--- src/rtl/lsu_access_unit.sv ---
// lsu_access_unit: turns one decoded load/store into a single word-aligned
// bus transaction (valid/ready on both sides). It steers store lanes and
// builds write strobes, and it extracts and extends load data. Results go to
// writeback with an error flag.
// Optional build macro: LSU_MISALIGN_CHECK_EN. When defined, misaligned
// half/word accesses fail with out_err and issue no bus request.
module lsu_access_unit #(
    parameter int ADDR_W         = 32,
    parameter int TIMEOUT_CYCLES = 255,
    parameter int CNT_W          = 8
) (
    input  logic              clk,
    input  logic              rst,
    input  logic              in_valid,
    output logic              in_ready,
    input  logic [1:0]        in_mren,
    input  logic [1:0]        in_mwen,
    input  logic              in_unsign,
    input  logic [ADDR_W-1:0] in_addr,
    input  logic [31:0]       in_wdata,
    output logic              mem_req_valid,
    input  logic              mem_req_ready,
    output logic              mem_we,
    output logic [ADDR_W-1:0] mem_addr,
    output logic [31:0]       mem_wdata,
    output logic [3:0]        mem_wstrb,
    input  logic              mem_rsp_valid,
    input  logic [31:0]       mem_rdata,
    output logic              out_valid,
    input  logic              out_ready,
    output logic [31:0]       out_rdata,
    output logic              out_err
);

    typedef enum logic [1:0] {IDLE, REQ, WAIT, DONE} state_t;

    state_t            state_q, state_d;
    logic [1:0]        mren_q, mren_d;
    logic              uns_q, uns_d;
    logic [1:0]        off_q, off_d;
    logic [CNT_W-1:0]  cnt_q, cnt_d;
    logic              req_valid_q, req_valid_d;
    logic              we_q, we_d;
    logic [ADDR_W-1:0] addr_q, addr_d;
    logic [31:0]       wdata_q, wdata_d;
    logic [3:0]        wstrb_q, wstrb_d;
    logic              out_valid_q, out_valid_d;
    logic [31:0]       rdata_q, rdata_d;
    logic              err_q, err_d;

    logic [7:0]        rd_byte;
    logic [15:0]       rd_half;
    logic [31:0]       load_val;
    logic [31:0]       rsp_val;
    logic [1:0]        acc_size;
    logic              misalign;
    logic [CNT_W-1:0]  cnt_inc;
    logic              timeout_hit;

    assign in_ready      = (state_q == IDLE);
    assign mem_req_valid = req_valid_q;
    assign mem_we        = we_q;
    assign mem_addr      = addr_q;
    assign mem_wdata     = wdata_q;
    assign mem_wstrb     = wstrb_q;
    assign out_valid     = out_valid_q;
    assign out_rdata     = rdata_q;
    assign out_err       = err_q;

    assign cnt_inc     = cnt_q + CNT_W'(1);
    assign timeout_hit = (TIMEOUT_CYCLES != 0) && (cnt_inc == CNT_W'(TIMEOUT_CYCLES));
    // Stores return zero; loads return the extended lane.
    assign rsp_val     = we_q ? 32'h0 : load_val;

    // Lane extraction and sign/zero extension of the raw read word
    always_comb begin
        case (off_q)
            2'd0:    rd_byte = mem_rdata[7:0];
            2'd1:    rd_byte = mem_rdata[15:8];
            2'd2:    rd_byte = mem_rdata[23:16];
            default: rd_byte = mem_rdata[31:24];
        endcase
        rd_half = off_q[1] ? mem_rdata[31:16] : mem_rdata[15:0];
        case (mren_q)
            2'b01:   load_val = uns_q ? {24'h0, rd_byte} : {{24{rd_byte[7]}}, rd_byte};
            2'b10:   load_val = uns_q ? {16'h0, rd_half} : {{16{rd_half[15]}}, rd_half};
            2'b11:   load_val = mem_rdata;
            default: load_val = 32'h0;
        endcase
    end

    // Alignment check on the incoming op (only one of mren/mwen is nonzero when used)
    always_comb begin
        acc_size = in_mren | in_mwen;
`ifdef LSU_MISALIGN_CHECK_EN
        misalign = ((acc_size == 2'b10) && in_addr[0]) ||
                   ((acc_size == 2'b11) && (in_addr[1:0] != 2'b00));
`else
        misalign = 1'b0;
`endif
    end

    // Next-state and registered-output computation
    always_comb begin
        state_d     = state_q;
        mren_d      = mren_q;
        uns_d       = uns_q;
        off_d       = off_q;
        cnt_d       = cnt_q;
        req_valid_d = req_valid_q;
        we_d        = we_q;
        addr_d      = addr_q;
        wdata_d     = wdata_q;
        wstrb_d     = wstrb_q;
        out_valid_d = out_valid_q;
        rdata_d     = rdata_q;
        err_d       = err_q;
        case (state_q)
            IDLE: begin
                if (in_valid) begin
                    mren_d = in_mren;
                    uns_d  = in_unsign;
                    off_d  = in_addr[1:0];
                    if ((in_mren != 2'b00) && (in_mwen != 2'b00)) begin
                        state_d = DONE; out_valid_d = 1'b1; rdata_d = 32'h0; err_d = 1'b1;
                    end else if ((in_mren == 2'b00) && (in_mwen == 2'b00)) begin
                        state_d = DONE; out_valid_d = 1'b1; rdata_d = 32'h0; err_d = 1'b0;
                    end else if (misalign) begin
                        state_d = DONE; out_valid_d = 1'b1; rdata_d = 32'h0; err_d = 1'b1;
                    end else begin
                        state_d     = REQ;
                        req_valid_d = 1'b1;
                        we_d        = (in_mwen != 2'b00);
                        addr_d      = {in_addr[ADDR_W-1:2], 2'b00};
                        case (in_mwen)
                            2'b01: begin
                                wstrb_d = 4'b0001 << in_addr[1:0];
                                wdata_d = {4{in_wdata[7:0]}};
                            end
                            2'b10: begin
                                wstrb_d = 4'b0011 << {in_addr[1], 1'b0};
                                wdata_d = {2{in_wdata[15:0]}};
                            end
                            2'b11: begin
                                wstrb_d = 4'b1111;
                                wdata_d = in_wdata;
                            end
                            default: begin
                                wstrb_d = 4'b0000;
                                wdata_d = in_wdata;
                            end
                        endcase
                    end
                end
            end
            REQ: begin
                if (mem_req_ready) begin
                    req_valid_d = 1'b0;
                    cnt_d       = '0;
                    if (mem_rsp_valid) begin
                        state_d = DONE; out_valid_d = 1'b1; rdata_d = rsp_val; err_d = 1'b0;
                    end else begin
                        state_d = WAIT;
                    end
                end
            end
            WAIT: begin
                cnt_d = cnt_inc;
                if (mem_rsp_valid) begin
                    state_d = DONE; out_valid_d = 1'b1; rdata_d = rsp_val; err_d = 1'b0;
                end else if (timeout_hit) begin
                    state_d = DONE; out_valid_d = 1'b1; rdata_d = 32'h0; err_d = 1'b1;
                end
            end
            default: begin
                if (out_ready) begin
                    state_d     = IDLE;
                    out_valid_d = 1'b0;
                end
            end
        endcase
    end

    // State and output registers, cleared asynchronously on reset
    always_ff @(posedge clk or posedge rst) begin
        if (rst) begin
            state_q     <= IDLE;
            mren_q      <= 2'b00;
            uns_q       <= 1'b0;
            off_q       <= 2'b00;
            cnt_q       <= '0;
            req_valid_q <= 1'b0;
            we_q        <= 1'b0;
            addr_q      <= '0;
            wdata_q     <= 32'h0;
            wstrb_q     <= 4'h0;
            out_valid_q <= 1'b0;
            rdata_q     <= 32'h0;
            err_q       <= 1'b0;
        end else begin
            state_q     <= state_d;
            mren_q      <= mren_d;
            uns_q       <= uns_d;
            off_q       <= off_d;
            cnt_q       <= cnt_d;
            req_valid_q <= req_valid_d;
            we_q        <= we_d;
            addr_q      <= addr_d;
            wdata_q     <= wdata_d;
            wstrb_q     <= wstrb_d;
            out_valid_q <= out_valid_d;
            rdata_q     <= rdata_d;
            err_q       <= err_d;
        end
    end

endmodule

--- config.mk ---
export PLATFORM = sky130hd
export DESIGN_NAME = lsu_access_unit
export DESIGN_NICKNAME = d
export VERILOG_FILES = /design/src/rtl/lsu_access_unit.sv
export SDC_FILE = /design/constraint.sdc
export NUM_CORES = 1
export LEC_CHECK = 0
export BUFFER_PORTS_ARGS = -buffer_cell sky130_fd_sc_hd__buf_2
export CORE_ASPECT_RATIO = 2
export CORE_UTILIZATION = 45
export DETAILED_ROUTE_END_ITERATION = 8
export MAX_ROUTING_LAYER = met4
export PLACE_DENSITY = 0.74
export SLEW_MARGIN = 25
export SYNTH_ARGS = -nofsm -noshare
export SYNTH_HDL_FRONTEND = slang
export SYNTH_SLANG_ARGS = --single-unit
export TNS_END_PERCENT = 10
--- constraint.sdc ---
create_clock -name clk -period 5.1 [get_ports clk]
set_clock_uncertainty 0.2 [all_clocks]
set_input_delay 1.02 -clock clk [delete_from_list [all_inputs] [get_ports clk]]
set_output_delay 1.02 -clock clk [all_outputs]
set_load 0.02 [all_outputs]
==> impl_metrics.tcl, run 1 <==
set metrics [dict create \
    run_status "finished, final reports clean" \
    ordered_cell_list_for_the_critical_path "inv_1 > ha_1 > a21oi_1 > nor4b_1 > nand3_1 > or2_1 > o2bb2ai_1" \
    synth_cells 624 \
    seqCellArea_sq_mm 0.00293 \
    rows 58 \
    synth.distinct_cells 49 \
    htree_num_levels 4 \
    first_global_vias 5485 \
    global_route.peak_usage_layer "met2" \
    clk_pin_slew_ns 0.06 \
    drt.antenna.violating_nets 0 \
    report.final.hold_viol_count 0 \
    mean_cell_area_of_the_mapped_netlist_sq_um 9.21 \
    maxClockFrequency_mhz 311 \
    grt_util_met1 0.320 \
    layout.filler_cells 1113 \
    postCtsSetupBuffers 0 \
    timing.critical_path.required_ns 5.24 \
    hpwl_microns 12400 \
    full_die_area_sq_mm 0.0133 \
    fp.dieH_microns 162 \
    post_cts_hold_buffer_count 0 \
    synth.largest_area_cell "sky130_fd_sc_hd__dfrtp_1" \
    hold_path_startpoint "mem_addr[16]" \
    grt_util_all_layers 0.276 \
    multi_input_area_sq_mm 0.00262 \
    cp_slowest_stage_delay_ns 0.58 \
    finalNetCount 940 \
    worst_slew_pin_slew_ns 0.891 \
    synth_edf_count 0 \
    final.period_utilization 0.631 \
    critical_path_arrival_ns 3.36 \
    grt_first_pass_wirelength_microns 26900 \
    timing.rr.end "out_rdata[21]" \
    clk-insertion-delay-late_ns 0.41 \
    vias 5494 \
    finalWorstPathRequiredPeriod_ns 3.22 \
    crit_slowest_cell "sky130_fd_sc_hd__ha_1" \
    grt_setup_unrepaired "no" \
    synth.top_cells.by_area "sky130_fd_sc_hd__dfrtp_1 (51%), sky130_fd_sc_hd__nand2_1 (10%), sky130_fd_sc_hd__a21oi_1 (5.0%)" \
    synth-warning-count 0 \
    fp.dieW_microns 81.9 \
    globalRouteMet3Util 0.0506 \
    asyncSetResetFlopFracSynth 1.00 \
    critical_path.startpoint_type "register" \
    cts_resized 0 \
    via_per_instance_ratio 5.59 \
    cts.root.buffer_cell "sky130_fd_sc_hd__clkbuf_16" \
    clock_sinks 117 \
    type_of_the_most_critical_hold_path "reg -> reg" \
    pwr_density_cell_mw_per_mm2 654 \
    holdPathStages 2 \
    yosysTopAreaCellShare 0.509 \
    cts_made_buffers 17 \
    clk_path_buf_depth 2 \
    vdd_drop_max_v 0.000402 \
    cts_tree "done" \
    io_buffers 209 \
    number_of_optimization_iterations_in_the_first_detailed_route_pass 5 \
    worst-path-max-fanout 18 \
    r2r.worst_path.cells 7 \
    yosys_reg_bits 117 \
    core_area_sq_mm 0.0125 \
    antenna_found_initial 0 \
    reg2reg_setup_slack_ns 1.88 \
    setup-tns-final_ns 0 \
    cell_area_after_technology_mapping_sq_mm 0.00575 \
    worstSetupPathType "reg -> reg" \
    instances_no_fill 982 \
    number_of_drc_violations_after_detailed_routing 0 \
    detailed_route_iter0_violations 376 \
    initial_standard_cell_utilization_of_the_core 0.461 \
    synth-seq-area-share 0.509 \
    power.static_leakage_nw 4.01 \
    gr-total-overflow 0 \
    whs_endpoint "mem_addr[16]" \
    ys.flop_type "sky130_fd_sc_hd__dfrtp_1" \
    max-slew-margin-rel 0.406 \
    rr_startpoint "state_q[0]" \
    finalPower_mw 4.92 \
    io_pins 212 \
    drt-wirelength-per-cell_microns 17.2 \
    routabilityCongestion 0.930 \
    synthToLayoutAreaGrowth_pct 30.8 \
    critical_path.endpoint_type "register" \
    grt.met2_usage 0.449 \
    place.detailed.instances 951 \
    report.final.slew_viol_count 0 \
    drt_wl_total_microns 16900 \
    timing.final.setup_violations 0 \
    largest_net_degree_at_the_start_of_global_routing 49 \
    insertedDiodeCount 0 \
    drv_cap 0 \
    final_core_utilization 0.602 \
    final_layout_size_suffix_gt1_frac 0.315 \
]
-- worst max-delay path, delay by kind of cell, from the launching register on --
family | cells | cell delay (ns)
compound gates | 2 | 0.40
fa+ha+maj | 1 | 0.58
buf+inv | 1 | 0.11
flops | 1 | 0.43
simple gates | 3 | 1.43
-- layout make-up --
class	instances	area share
Clock buffer	19	0.0576
Multi-Input combinational cell	453	0.348
Sequential cell	117	0.389
Clock inverter	12	0.0240
Tap cell	150	0.0250
Timing Repair Buffer	215	0.148
Inverter	16	0.00832
-- state kept, by name, indices dropped and copies added (netlist names) --
signal	flops
mem_we	1
mem_addr	30
uns_q	1
mem_req_valid	1
mem_wstrb	4
mem_wdata	32
out_err	1
out_rdata	32
off_q	2
out_valid	1
cnt_q	8
state_q	2
mren_q	2
-- power by group --
part	total (mW)	internal, mW	switching, mW
logic	2.05	0.733	1.32
clock network	1.26	0.816	0.441
registers	1.61	1.32	0.290
-- through the flow --
stage          cell area [sq um]  worst slack, ns  hold WS [ns]
6_report                    7520             1.88         0.266
5_1_grt                     7520             1.60         0.290
4_1_cts                     7520             1.91         0.271
3_5_place_dp                6900             1.49         0.258
3_3_place_gp                6880             1.66         0.255
2_1_floorplan               5750            0.779         0.303
-- routing by layer --
layer | wire length, microns | vias up
met5 | 0 | -
met4 | 614 | 0
met3 | 948 | 52
met2 | 9010 | 253
met1 | 6360 | 2655
li1 | - | 2534
-- Yosys cell counts (all sizes together) (9+ instances only) --
master	number
dfrtp	117
nand2	155
nor2	34
clkbuf	29
a22o	9
buf	10
nand2b	19
nor2b	13
o21ai	28
mux2i	12
o2bb2ai	22
a31oi	10
ha	13
a21o	14
inv	16
a21oi	57
-- cell families (layout without fill, tap and decap cells) --
group | after synthesis | count (layout) | synth area share
AOI/OAI and AO/OA | 165 | 165 | 0.187
muxes | 21 | 21 | 0.0424
DFF | 117 | 117 | 0.509
adders and majority gates | 13 | 13 | 0.0283
buffers and inverters | 55 | 262 | 0.0387
other | 1 | 2 | 0.000652
and+or+nand+nor | 252 | 252 | 0.193
-- how the worst max path moves through the flow --
stage | from | endpoint | slack, ns | depth (start not counted)
after floorplan | rst | cnt_q[0] | 0.78 | 1
after global placement | in_mwen[0] | out_rdata[21] | 1.66 | 10
after global routing | state_q[0] | out_rdata[16] | 1.60 | 7
final | state_q[0] | out_rdata[21] | 1.88 | 7
after detailed placement | in_mwen[0] | mem_wdata[8] | 1.49 | 9
after CTS | state_q[0] | out_rdata[23] | 1.91 | 7
-- layout by cell type, fill, tap and decap left out, drive strengths merged, types with 2 or more instances in the layout --
master and count:
a21boi 2, a21o 14, a21oi 57, a221oi 6
a22o 9, a22oi 2, a31oi 10, and3 2
buf 215, bufinv 4, clkbuf 19, clkinv 5
clkinvlp 2, conb 2, dfrtp 117, ha 13
inv 17, mux2 7, mux2i 12, mux4 2
nand2 155, nand2b 19, nand3 5, nand3b 4
nand4 5, nor2 34, nor2b 13, nor3 7
o211ai 2, o21ai 28, o2bb2ai 22, o31a 3
o31ai 3, or2 2, or3 2
(Power assumes the default switching activity.)
==> run 2, diff against run 1 <==
--- a/config.mk
+++ b/config.mk
@@ -5,12 +5,13 @@
 export SDC_FILE = /design/constraint.sdc
 export NUM_CORES = 1
 export LEC_CHECK = 0
+export ABC_AREA = 1
 export BUFFER_PORTS_ARGS = -buffer_cell sky130_fd_sc_hd__buf_2
 export CORE_ASPECT_RATIO = 2
 export CORE_UTILIZATION = 45
 export DETAILED_ROUTE_END_ITERATION = 8
 export MAX_ROUTING_LAYER = met4
-export PLACE_DENSITY = 0.74
+export PLACE_DENSITY = 0.73
 export SLEW_MARGIN = 25
 export SYNTH_ARGS = -nofsm -noshare
 export SYNTH_HDL_FRONTEND = slang
==> constraint.sdc (replaced) <==
create_clock -name clk -period 3.3 [get_ports clk]
set_clock_uncertainty 0.2 [all_clocks]
set_input_delay 0.66 -clock clk [delete_from_list [all_inputs] [get_ports clk]]
set_output_delay 0.66 -clock clk [all_outputs]
set_load 0.02 [all_outputs]
==> impl_metrics.tcl, run 2 <==
set metrics [dict create \
    run_status "finished, final reports clean" \
    cts_resized 0 \
    setup-tns-final_ns 0 \
    synth_common_cells "sky130_fd_sc_hd__nand2_1 (262), sky130_fd_sc_hd__dfrtp_1 (117), sky130_fd_sc_hd__inv_1 (54)" \
    grt_util_all_layers 0.244 \
    most_instantiated_library_cell_after_synthesis "sky130_fd_sc_hd__nand2_1" \
    hpwl_microns 11900 \
    mean_cell_area_of_the_mapped_netlist_sq_um 8.16 \
    cts_tree "done" \
    finalWorstPathRequiredPeriod_ns 2.41 \
    full_die_area_sq_mm 0.0137 \
    synth_edf_count 0 \
    io_pins 212 \
    number_of_optimization_iterations_in_the_first_detailed_route_pass 4 \
    timing.critical_path.required_ns 3.43 \
    worstSetupPathType "reg -> reg" \
    power.static_leakage_nw 4.11 \
    detailed_route_iter0_violations 213 \
    layout_common_cells "sky130_fd_sc_hd__nand2_1 (262), sky130_fd_sc_hd__buf_2 (209), sky130_fd_sc_hd__dfrtp_1 (117)" \
    via_per_instance_ratio 5.14 \
    vdd_drop_max_v 0.000586 \
    post_cts_hold_buffer_count 0 \
    pwr_density_cell_mw_per_mm2 985 \
    grt_setup_unrepaired "no" \
    largest_net_degree_at_the_start_of_global_routing 67 \
    timing.final.setup_violations 0 \
    io_buffers 209 \
    number_of_drc_violations_after_detailed_routing 0 \
    critical_path.startpoint_type "register" \
    insertedDiodeCount 0 \
    maxClockFrequency_mhz 415 \
    rows 59 \
    placedInstanceArea_sq_mm 0.00711 \
    dr_wl_met3_microns 895 \
    ys.flop_type "sky130_fd_sc_hd__dfrtp_1" \
    report.final.slew_viol_count 0 \
    synth-warning-count 0 \
    max-slew-margin-rel 0.500 \
    core_area_sq_mm 0.0129 \
    worst-path-max-fanout 53 \
    routabilityCongestion 0.908 \
    cts_made_buffers 17 \
    worstSetupStartpoint "state_q[0]" \
    yosysTopAreaCellShare 0.493 \
    fp.dieH_microns 165 \
    yosys_reg_bits 117 \
    commonest_non_fill_non_tap_cell_in_the_layout "sky130_fd_sc_hd__nand2_1" \
    clk-insertion-delay-late_ns 0.41 \
    synthToLayoutAreaGrowth_pct 29.4 \
    final_layout_size_suffix_gt1_frac 0.298 \
    critical_path_arrival_ns 2.53 \
    final.period_utilization 0.729 \
    first_global_vias 5393 \
    report.final.hold_viol_count 0 \
    synth.distinct_cells 32 \
    drv_cap 0 \
    asyncSetResetFlopFracSynth 1.00 \
    maxUsedRoutingLayer "met4" \
    vias 5609 \
    grt_first_pass_wirelength_microns 25500 \
    final_cell_area_sq_mm 0.00769 \
    wirelength_met1_microns 6010 \
    fp.dieW_microns 83.3 \
    type_of_the_most_critical_hold_path "in -> async" \
    drt_wl_total_microns 15900 \
    met2WireLength_microns 8360 \
    synth-seq-area-share 0.493 \
    synth.largest_area_cell "sky130_fd_sc_hd__dfrtp_1" \
    gr-total-overflow 0 \
    htree_num_levels 4 \
    clk_pin_slew_ns 0.06 \
    antenna_found_initial 0 \
    postCtsSetupBuffers 0 \
    synth.top_cells.by_area "sky130_fd_sc_hd__dfrtp_1 (49%), sky130_fd_sc_hd__nand2_1 (17%), sky130_fd_sc_hd__inv_1 (3.4%)" \
    drt.antenna.violating_nets 0 \
    clock_sinks 117 \
    finalNetCount 1046 \
    cell_area_after_technology_mapping_sq_mm 0.00594 \
    cts.root.buffer_cell "sky130_fd_sc_hd__clkbuf_16" \
    worst_slew_pin_slew_ns 0.750 \
    critical_path.endpoint_type "register" \
    rr_startpoint "state_q[0]" \
    synth_cells 728 \
    drt-wirelength-per-cell_microns 14.6 \
    clk_path_buf_depth 2 \
    initial_standard_cell_utilization_of_the_core 0.460 \
]
-- run 2: cell types whose count changed after synthesis, sizes merged, moves of 12 or more --
cell / delta
nand3: +28
nand2b: -19
a21o: -14
a2bb2oi: +15
nand2: +117
o2bb2ai: -22
inv: +39
o221ai: +12
nor2b: -13
a21oi: -23
o21ai: +47
-- run 2: stage by stage --
step                      total power [mW]  worst slack (ns)  std cells   util  hold slack (ns)
after global placement                5.76             0.582       1059  0.550            0.249
after global routing                  8.07             0.676       1091  0.595           0.0907
final                                 7.58             0.893       1091  0.595           0.0650
after floorplan                       4.78             0.814        729      -            0.293
after detailed placement              5.80             0.519       1059  0.550            0.253
after CTS                             7.63             0.851       1091  0.595           0.0693
-- run 2: critical path, stage by stage, from the launching register on --
cell and delay, ns:
sky130_fd_sc_hd__dfrtp_1 0.41, sky130_fd_sc_hd__inv_1 0.11, sky130_fd_sc_hd__ha_1 0.24, sky130_fd_sc_hd__nand2_1 0.28, sky130_fd_sc_hd__nor2_4 0.18, sky130_fd_sc_hd__buf_4 0.48
sky130_fd_sc_hd__nand2_1 0.23, sky130_fd_sc_hd__o21ai_0 0.20
-- run 2: power breakdown --
part | switching [mW] | leakage (nW) | internal, mW
Sequential | 0.371 | 1.49 | 2.02
Combinational | 2.25 | 2.34 | 1.13
Clock | 0.679 | 0.281 | 1.12
Total | 3.30 | 4.11 | 4.27
-- run 2: kinds of logic after synthesis --
kind of cell    share of synthesized area
mux                                0.0101
compound gates                      0.167
simple gates                        0.233
other cells                      0.000631
fa+ha+maj                          0.0274
flops                               0.493
buf+inv                            0.0689
-- run 2: final timing paths --
path	endpoint	slack, ns	depth (start not counted)
worst max-delay path	mem_wstrb[0]	0.89	7
worst min-delay path	mem_wdata[2]	0.07	2
worst max register to register	mem_wstrb[0]	0.89	7
worst min register to register	mem_addr[13]	0.26	2
max in group asynchronous	cnt_q[3]	2.19	3
min in group clk	mem_addr[9]	0.25	3
-- run 2: layout make-up --
cell class                      instances  area, sq um
Fill cell                            1230         5230
Sequential cell                       117         2930
Tap cell                              152          190
Multi-Input combinational cell        517         2620
Timing Repair Buffer                  218         1160
Inverter                               55          210
Clock inverter                         14          151
Clock buffer                           18          429
-- run 2: per-layer routing --
layer | up-vias | GRT usage
met4 | 0 | 0.139
met1 | 2546 | 0.260
met3 | 53 | 0.0445
met2 | 230 | 0.425
li1 | 2780 | -
met5 | - | -
==> run 3, diff against run 2 <==
==> constraint.sdc (replaced) <==
create_clock -name clk -period 2.34 [get_ports clk]
set_clock_uncertainty 0.2 [all_clocks]
set_input_delay 0.468 -clock clk [delete_from_list [all_inputs] [get_ports clk]]
set_output_delay 0.468 -clock clk [all_outputs]
set_load 0.02 [all_outputs]
==> impl_metrics.tcl, run 3 (synthesis results as in run 2) <==
set metrics [dict create \
    final.period_utilization 0.901 \
    clock_sinks 117 \
    maxUsedRoutingLayer "met4" \
    critical_path.startpoint_type "register" \
    wirelength_met1_microns 6020 \
    drv_cap 0 \
    finalNetCount 1064 \
    core_area_sq_mm 0.0129 \
    report.final.slew_viol_count 0 \
    max-slew-margin-rel 0.664 \
    synthToLayoutAreaGrowth_pct 32.6 \
    antenna_found_initial 0 \
    maxClockFrequency_mhz 474 \
    grt_setup_unrepaired "no" \
    run_status "finished, final reports clean" \
    hold_ws_ns 0.0518 \
    timing.critical_path.required_ns 2.44 \
    via_per_instance_ratio 5.19 \
    cts_made_buffers 17 \
    hpwl_microns 12300 \
    htree_num_levels 4 \
    detailed_route_iter0_violations 281 \
    full_die_area_sq_mm 0.0137 \
    number_of_optimization_iterations_in_the_first_detailed_route_pass 5 \
    clk_path_buf_depth 2 \
    timing.critical_path.max_delay_family "simple AND/OR/NAND/NOR gates" \
    layout.filler_cells 1168 \
    power.static_leakage_nw 4.21 \
    worstSetupPathType "reg -> reg" \
    grt_first_pass_wirelength_microns 26800 \
    cts.root.buffer_cell "sky130_fd_sc_hd__clkbuf_16" \
    clk_pin_slew_ns 0.06 \
    report.final.hold_viol_count 0 \
    io_pins 212 \
    initial_standard_cell_utilization_of_the_core 0.460 \
    multi_input_area_sq_mm 0.00262 \
    worst_slew_pin_slew_ns 0.503 \
    finalWorstPathRequiredPeriod_ns 2.11 \
    crit_slowest_cell "sky130_fd_sc_hd__dfrtp_1" \
    io_buffers 209 \
    postCtsSetupBuffers 0 \
    vias 5755 \
    routabilityCongestion 0.898 \
    clk-insertion-delay-late_ns 0.41 \
    timing.final.setup_violations 0 \
    place.detailed.instances 1076 \
    pwr_density_cell_mw_per_mm2 1380 \
    critical_path.endpoint_type "register" \
    largest_net_degree_at_the_start_of_global_routing 50 \
    grt_util_all_layers 0.254 \
    drt-wirelength-per-cell_microns 14.8 \
    cts_tree "done" \
    drt_wl_total_microns 16400 \
    layout_common_cells "sky130_fd_sc_hd__nand2_1 (262), sky130_fd_sc_hd__buf_2 (209), sky130_fd_sc_hd__dfrtp_1 (117)" \
    setup-tns-final_ns 0 \
    critical_path_arrival_ns 2.21 \
    finalPower_mw 10.9 \
    type_of_the_most_critical_hold_path "in -> reg" \
    fp.dieW_microns 83.3 \
    drt.antenna.violating_nets 0 \
    ordered_cell_list_for_the_critical_path "ha_1 > nand2_2 > nand2_1 > nor2_1 > nand2_1 > nor2_1 > nand3_2 > nand2_2 > nand3b_4 > buf_12 > nand2_1 > o21ai_2" \
    first_global_vias 5750 \
    insertedDiodeCount 0 \
    commonest_non_fill_non_tap_cell_in_the_layout "sky130_fd_sc_hd__nand2_1" \
    met2WireLength_microns 8720 \
    critical_path.most_common_cell "sky130_fd_sc_hd__nand2_1" \
    seqCellArea_sq_mm 0.00293 \
    number_of_drc_violations_after_detailed_routing 0 \
    gr-total-overflow 0 \
    final_layout_size_suffix_gt1_frac 0.311 \
    critPathBufInv 1 \
    instances_no_fill 1109 \
    dr_wl_met3_microns 976 \
    worst-path-max-fanout 42 \
    cp_slowest_stage_delay_ns 0.43 \
    vdd_drop_max_v 0.000782 \
    rows 59 \
    fp.dieH_microns 165 \
]
-- run 3: what timing repair did --
item / 4_1_cts / 5_1_grt
hold endpoints to repair: 12 / 0
hold buffers: 1 / 0
resized for setup: 0 / 0
-- run 3: layout make-up --
| type | instances | share of cell area |
|---|---|---|
| Tap cell | 152 | 0.0241 |
| Multi-Input combinational cell | 517 | 0.332 |
| Sequential cell | 117 | 0.372 |
| Inverter | 55 | 0.0267 |
| Clock inverter | 15 | 0.0181 |
| Clock buffer | 17 | 0.0540 |
| Timing Repair Buffer | 236 | 0.173 |
-- run 3: metal layers --
layer	global-route usage	vias up
met4	0.123	0
li1	-	2824
met2	0.457	242
met1	0.265	2643
met5	-	-
met3	0.0510	46
-- run 3: final timing paths --
kind	startpoint	endpoint	slack, ns	depth (start not counted)
worst max-delay path	cnt_q[1]	out_rdata[8]	0.23	12
worst min-delay path	in_addr[19]	mem_addr[19]	0.05	3
worst max register to register	cnt_q[1]	out_rdata[8]	0.23	12
worst min register to register	mem_addr[28]	mem_addr[28]	0.26	2
max in group asynchronous	rst	out_rdata[28]	1.00	4
min in group asynchronous	rst	out_rdata[8]	0.40	3
-- run 3: stage by stage --
stage | util | area [sq um] | setup WS [ns]
global placement | 0.565 | 7300 | 0.0971
floorplan | - | 5950 | 0.0460
finish | 0.610 | 7880 | 0.231
global route | 0.610 | 7880 | 0.0266
CTS | 0.610 | 7880 | 0.214
detailed placement | 0.565 | 7300 | -0.0119
-- run 3: power breakdown --
| group | leakage, nW | switching (mW) | total (mW) | internal, mW |
|---|---|---|---|---|
| combinational | 2.44 | 3.20 | 4.97 | 1.77 |
| clock | 0.276 | 1.02 | 2.50 | 1.48 |
| sequential | 1.49 | 0.532 | 3.38 | 2.85 |
| total | 4.21 | 4.76 | 10.9 | 6.10 |
-- run 3: worst register-to-register path, cell delays in order, from the launching register on --
cell                       delay, ns
sky130_fd_sc_hd__dfrtp_1        0.43
sky130_fd_sc_hd__ha_1           0.23
sky130_fd_sc_hd__nand2_2        0.11
sky130_fd_sc_hd__nand2_1        0.09
sky130_fd_sc_hd__nor2_1         0.09
sky130_fd_sc_hd__nand2_1        0.05
sky130_fd_sc_hd__nor2_1         0.13
sky130_fd_sc_hd__nand3_2        0.11
sky130_fd_sc_hd__nand2_2        0.11
sky130_fd_sc_hd__nand3b_4       0.11
sky130_fd_sc_hd__buf_12         0.19
sky130_fd_sc_hd__nand2_1        0.10
sky130_fd_sc_hd__o21ai_2        0.05
